### config.mk
export PLATFORM = sky130hd
export DESIGN_NAME = bytebeat_mix_scheduler
export DESIGN_NICKNAME = d
export VERILOG_FILES = /design/src/rtl/megabytebeat_pkg.sv /design/src/rtl/sample_tick_gen.sv /design/src/rtl/bytebeat_mix_scheduler.sv
export SDC_FILE = /design/constraint.sdc
export NUM_CORES = 1
export LEC_CHECK = 0
export BUFFER_PORTS_ARGS = -buffer_cell sky130_fd_sc_hd__buf_2
export CAP_MARGIN = 20
export CORE_MARGIN = 5
export CORE_UTILIZATION = 57
export DETAILED_ROUTE_END_ITERATION = 10
export PLACE_DENSITY = 0.8
export SLEW_MARGIN = 30
export SYNTH_ARGS = -nofsm -noshare
export SYNTH_HDL_FRONTEND = slang
export SYNTH_SLANG_ARGS = --single-unit
### constraint.sdc
create_clock -name clk -period 4.25 [get_ports clk]
set_input_delay 0.6375 -clock clk [delete_from_list [all_inputs] [get_ports clk]]
set_output_delay 0.6375 -clock clk [all_outputs]
set_load 0.02 [all_outputs]
### src/rtl/megabytebeat_pkg.sv
// Shared constants for the bytebeat audio path: PCM width, midscale level and FSM state codes.
package megabytebeat_pkg;

   localparam int PCM_W = 8;
   localparam logic [PCM_W-1:0] PCM_MIDSCALE = 8'h80;

   localparam logic [1:0] IDLE = 2'd0;
   localparam logic [1:0] SCAN = 2'd1;
   localparam logic [1:0] EMIT = 2'd2;

endpackage

### src/rtl/sample_tick_gen.sv
// Reloadable down-counter producing the sample-rate tick.
// A tick fires when the count reaches zero. The counter then reloads div, so the period is
// div+1 cycles. A new div is only picked up at the next reload.
module sample_tick_gen #(
   parameter int DIV_W = 16
) (
   input  logic             clk,
   input  logic             rst_n,
   input  logic [DIV_W-1:0] div,
   output logic             tick
);

   logic [DIV_W-1:0] count;

   assign tick = (count == '0);

   // Count down and reload on the tick cycle. Reset to zero so the first tick follows reset release.
   always_ff @(posedge clk or negedge rst_n) begin
      // NOTE: sequential state uses non-blocking assignments so that every register samples pre-edge values.
      if (!rst_n)
         count <= '0;
      else if (tick)
         count <= div;
      else
         count <= count - DIV_W'(1);
   end

endmodule

### src/rtl/bytebeat_mix_scheduler.sv
// Sample-rate scheduler and mixer between the bytebeat generator bank and one pwm_audio output.
// Each tick starts a scan that visits every voice once in index order and pulls one byte from
// each enabled voice. A voice that stalls for TIMEOUT cycles is replaced by its last good byte,
// so the scan length is bounded. The mixed result is held on sample and announced by sample_stb.
module bytebeat_mix_scheduler
   import megabytebeat_pkg::*;
#(
   parameter int NUM_VOICES = 8,
   parameter int DIV_W      = 16,
   parameter int TIMEOUT    = 16
) (
   input  logic                        clk,
   input  logic                        rst_n,
   input  logic [DIV_W-1:0]            sample_div,
   input  logic [NUM_VOICES-1:0]       voice_en,
   input  logic                        mix_mode,
   input  logic [PCM_W*NUM_VOICES-1:0] pcm,
   input  logic [NUM_VOICES-1:0]       pcm_vld,
   output logic [NUM_VOICES-1:0]       pcm_rdy,
   output logic [PCM_W-1:0]            sample,
   output logic                        sample_stb,
   output logic                        overrun,
   output logic                        busy
);

   localparam int IDX_W  = $clog2(NUM_VOICES);
   localparam int ACC_W  = PCM_W + IDX_W;
   localparam int WAIT_W = (TIMEOUT > 1) ? $clog2(TIMEOUT) : 1;

   localparam logic [IDX_W-1:0]  LAST_IDX  = IDX_W'(NUM_VOICES - 1);
   localparam logic [WAIT_W-1:0] WAIT_LAST = WAIT_W'(TIMEOUT - 1);
   localparam logic [ACC_W-1:0]  PCM_MAX   = ACC_W'({PCM_W{1'b1}});

   logic [1:0]            state;
   logic [IDX_W-1:0]      idx;
   logic [WAIT_W-1:0]     wait_cnt;
   logic [ACC_W-1:0]      acc;
   logic [NUM_VOICES-1:0] en_q;
   logic                  mode_q;
   logic [PCM_W-1:0]      held [NUM_VOICES];
   logic [PCM_W-1:0]      mix_result;
   logic                  tick;

   logic [PCM_W-1:0] cur_pcm;
   logic             cur_en;
   logic             cur_vld;
   logic             timed_out;
   logic             take_new;
   logic             take_held;
   logic             step;

   sample_tick_gen #(
      .DIV_W (DIV_W)
   ) u_tick (
      .clk   (clk),
      .rst_n (rst_n),
      .div   (sample_div),
      .tick  (tick)
   );

   // Decode the voice currently being visited.
   assign cur_pcm   = pcm[PCM_W*idx +: PCM_W];
   assign cur_en    = en_q[idx];
   assign cur_vld   = pcm_vld[idx];
   assign timed_out = (wait_cnt == WAIT_LAST);
   assign take_new  = (state == SCAN) && cur_en && cur_vld;
   assign take_held = (state == SCAN) && cur_en && !cur_vld && timed_out;
   assign step      = (state == SCAN) && (!cur_en || cur_vld || timed_out);

   assign busy = (state != IDLE);

   // Ready is a pure decode of state and index, so it is one-hot by construction.
   always_comb begin
      // NOTE: every combinational output gets a default first so no path leaves it unassigned (no latch).
      pcm_rdy = '0;
      if (state == SCAN && cur_en)
         pcm_rdy[idx] = 1'b1;
   end

   // Mix rule applied at EMIT: midscale for an empty mask, else average or saturating sum.
   always_comb begin
      mix_result = PCM_MIDSCALE;
      if (en_q != '0) begin
         if (mode_q)
            mix_result = (acc > PCM_MAX) ? {PCM_W{1'b1}} : acc[PCM_W-1:0];
         else
            mix_result = PCM_W'(acc >> IDX_W);
      end
   end

   // Keep each voice's last accepted byte as the substitute for a stalled voice.
   always_ff @(posedge clk or negedge rst_n) begin
      // NOTE: this small array is reset explicitly because a stalled voice can read it before any real byte arrives.
      if (!rst_n) begin
         for (int i = 0; i < NUM_VOICES; i++)
            held[i] <= PCM_MIDSCALE;
      end else if (take_new) begin
         held[idx] <= cur_pcm;
      end
   end

   // Scheduler FSM: IDLE waits for a tick, SCAN visits each voice once, EMIT publishes the mix.
   always_ff @(posedge clk or negedge rst_n) begin
      if (!rst_n) begin
         state      <= IDLE;
         idx        <= '0;
         wait_cnt   <= '0;
         acc        <= '0;
         en_q       <= '0;
         mode_q     <= 1'b0;
         sample     <= PCM_MIDSCALE;
         sample_stb <= 1'b0;
         overrun    <= 1'b0;
      end else begin
         sample_stb <= 1'b0;
         if (tick && state != IDLE)
            overrun <= 1'b1;

         case (state)
            IDLE: begin
               if (tick) begin
                  en_q     <= voice_en;
                  mode_q   <= mix_mode;
                  acc      <= '0;
                  idx      <= '0;
                  wait_cnt <= '0;
                  state    <= SCAN;
               end
            end
            SCAN: begin
               if (take_new)
                  acc <= acc + ACC_W'(cur_pcm);
               else if (take_held)
                  acc <= acc + ACC_W'(held[idx]);

               if (step) begin
                  wait_cnt <= '0;
                  if (idx == LAST_IDX)
                     state <= EMIT;
                  else
                     idx <= idx + IDX_W'(1);
               end else begin
                  wait_cnt <= wait_cnt + WAIT_W'(1);
               end
            end
            EMIT: begin
               sample     <= mix_result;
               sample_stb <= 1'b1;
               state      <= IDLE;
            end
            default: state <= IDLE;
         endcase
      end
   end

endmodule
==> impl_results.md <==
* Fin. max-slew vios at 0
* Post-Route Utilization at 70.0%
* Synth Cell Area at 6690 µm²
* Mapped Cells at 588
* Kind of critical path: reg -> reg
* Core Rows at 39
* Primary FF master, synth: dfrtp_1
* Total Routing Usage GR at 24.6%
* Vias at 5250
* GPL Wtd Cong at 0.848
* IO Count at 118
* TritonCTS buffer count at 17
* Post-cts resize count at 0
* Area after DPL at 7460 µm²
* Initial core utilization at 58.3%
* Total gr overflow at 0
* Fill count at 819
* Reg-to-reg startpoint: idx[2]
* Max_cap viols at 0
* Setup tns final at 0 ps
* Synth Register Bits at 119
* Syn Nets at 701
* Ratio of cells with drive above 1 in the final layout at 41.4%
* DRT antenna net count at 0
* Core region area at 11500 µm²
* DRC viols at 0
* Outcome: finished, final reports clean
* Reg2reg end: acc[9]
* Min-Delay Path Class: in -> async
* Setup crit end kind: flop
* Hold_ws at 127 ps
* Drt first-iter violations at 566
* Final Hold Viols at 0
* Die area at 14000 µm²
* Die Span Y at 118 µm
* Post-CTS Setup Inserts at 0
* Area of the multi-input gates at 3530 µm²
* H-tree levels at 4
* Leak Pwr at 3.67 nW
* Asr flop ratio synth at 100%
* Worst setup path start: idx[2]
* YS warnings at 0
* Register Area at 2990 µm²
* Area Growth Syn to Fin at 20.0%
* Clock net sink count at 119
* Post-synthesis cell type count at 66
* Clk pin slew, worst setup/hold paths at 50 ps
* Design area at 8030 µm²
* Total Wirelength at 16.7 mm
* VDD IR max at 0.000557 V
* ANT cells at 0
* Most common cell after layout, fill and taps aside: buf_2
* Period utilization at 90.9%
* Final worst path period need at 3860 ps
* Fmax at 259 MHz
* Cts hold-fix bufs at 0
* Die width at 118 µm
* Worst slew pin tran at 846 ps
* RSZ-0062 raised after global routing: false
* Post-placement cell count at 836
* Post-Layout Cell Count at 868
* Root Driver: clkbuf_16
* Pin count of the biggest net entering global routing at 50
* Power per cell area at 718 nW/µm²
* Clock latency on the worst-skew pair at 420 ps
* Clock buffer depth at 2
* First-pass GRT wire length at 27.8 mm
* Crit start category: flop
* Syn_area_per_cell at 11.4 µm²
* Endpoints failing setup at 0
* Placed wire-length estimate at 11.9 mm
* Port Buf Inserts at 117
* Drt via density at 6.05
* WP data arrival at 4200 ps
* Drt first pass iters at 5
* Initial antenna violation count at 0
* Power after layout at 5.77 mW
* Slew Limit Headroom at 43.2%
* Vias in the first global route at 5407
* CTS tree: built
* Pre-CTS worst setup slack at 401 ps
* R2r worst-path depth at 12
* Most frequent cells in the layout: 116 x buf_2, 109 x dfrtp_1, 91 x mux2_2
* Post-Route Skew at 5.55 ps
* Number of synthesized flops with an enable pin at 0
* Critical Path RT at 4590 ps
* Setup WS post-layout at 385 ps
* Routed length per placed instance at 19.2 µm
* Sequential area share after synthesis at 44.7%
* Reg2Reg Setup Slack at 390 ps
* Nets@finish at 825
* Crit-path max FO at 42
## worst max-delay path, stage by stage (launching register included)
cell	delay, ps
dfrtp_1	490
buf_12	260
and3b_1	190
o21ai_0	200
a211oi_4	590
mux2_2	420
ha_1	300
a211oi_1	220
nor2_1	120
o31ai_1	360
a21oi_1	160
o2111ai_1	250
mux2i_1	220
## per-layer routing
layer | global-route usage (%) | part of all wire (%) | vias up | routed length [µm]
li1 | - | - | 2450 | -
met1 | 32.9 | 42 | 2609 | 6990
met2 | 39.8 | 51 | 166 | 8510
met3 | 5.64 | 5.4 | 25 | 903
met4 | 7.96 | 1.6 | 0 | 267
met5 | 0 | 0 | - | 0
## synthesized netlist by cell type (7+ instances only)
cell type,count,share of area (%)
mux2i_1,12,1.8
xnor2_1,9,1.2
nor2_1,32,1.8
mux2_2,91,15
dfrtp_1,110,41
dfstp_2,9,3.5
o22ai_1,24,2.2
ha_1,13,2.4
nand2b_1,11,1.0
o221ai_1,9,1.2
inv_1,7,0.39
nand2_1,59,3.3
o21ai_0,46,3.4
mux4_2,11,3.7
buf_2,10,0.75
a21oi_1,7,0.52
clkbuf_1,10,0.56
## report_power, final
| group | internal (mW) | switching (mW) | total, mW |
|---|---|---|---|
| clock network | 0.852 | 0.504 | 1.36 |
| registers | 1.53 | 0.252 | 1.78 |
| logic | 1.17 | 1.46 | 2.63 |
## logic make-up (layout without fill, tap and decap cells)
kind of cell	Yosys count	after routing	share of synthesized area, %
and+or+nand+nor	149	149	12.4
buffers and inverters	36	173	2.60
AOI/OAI and AO/OA	138	138	14.1
DFF	119	119	44.7
adders and majority gates	14	14	2.73
muxes	118	118	21.7
xor gates and xnor gates	14	14	1.83
## worst max-delay path by stage
stage / end / slack [ps] / cells after the start
global placement: acc[8] / 580 / 14
finish: acc[9] / 390 / 12
CTS: acc[9] / 360 / 12
global route: acc[10] / 140 / 16
detailed placement: acc[8] / 400 / 14
floorplan: acc[8] / 670 / 14
## sequential cells by signal (all words and copies together), names as in the netlist, 2 cells and up
| register | flops |
|---|---|
| idx | 3 |
| wait_cnt | 4 |
| acc | 11 |
| u_tick.count | 16 |
| en_q | 8 |
| state | 2 |
| sample | 8 |
| held | 64 |
## area by class of cell
cell class,count,share of cell area [%]
Clock inverter,14,1.68
Timing Repair Buffer,133,9.13
Multi-Input combinational cell,433,44.0
Inverter,8,0.374
Tap cell,143,2.23
Clock buffer,18,5.35
Sequential cell,119,37.3
(Power assumes the default switching activity.)
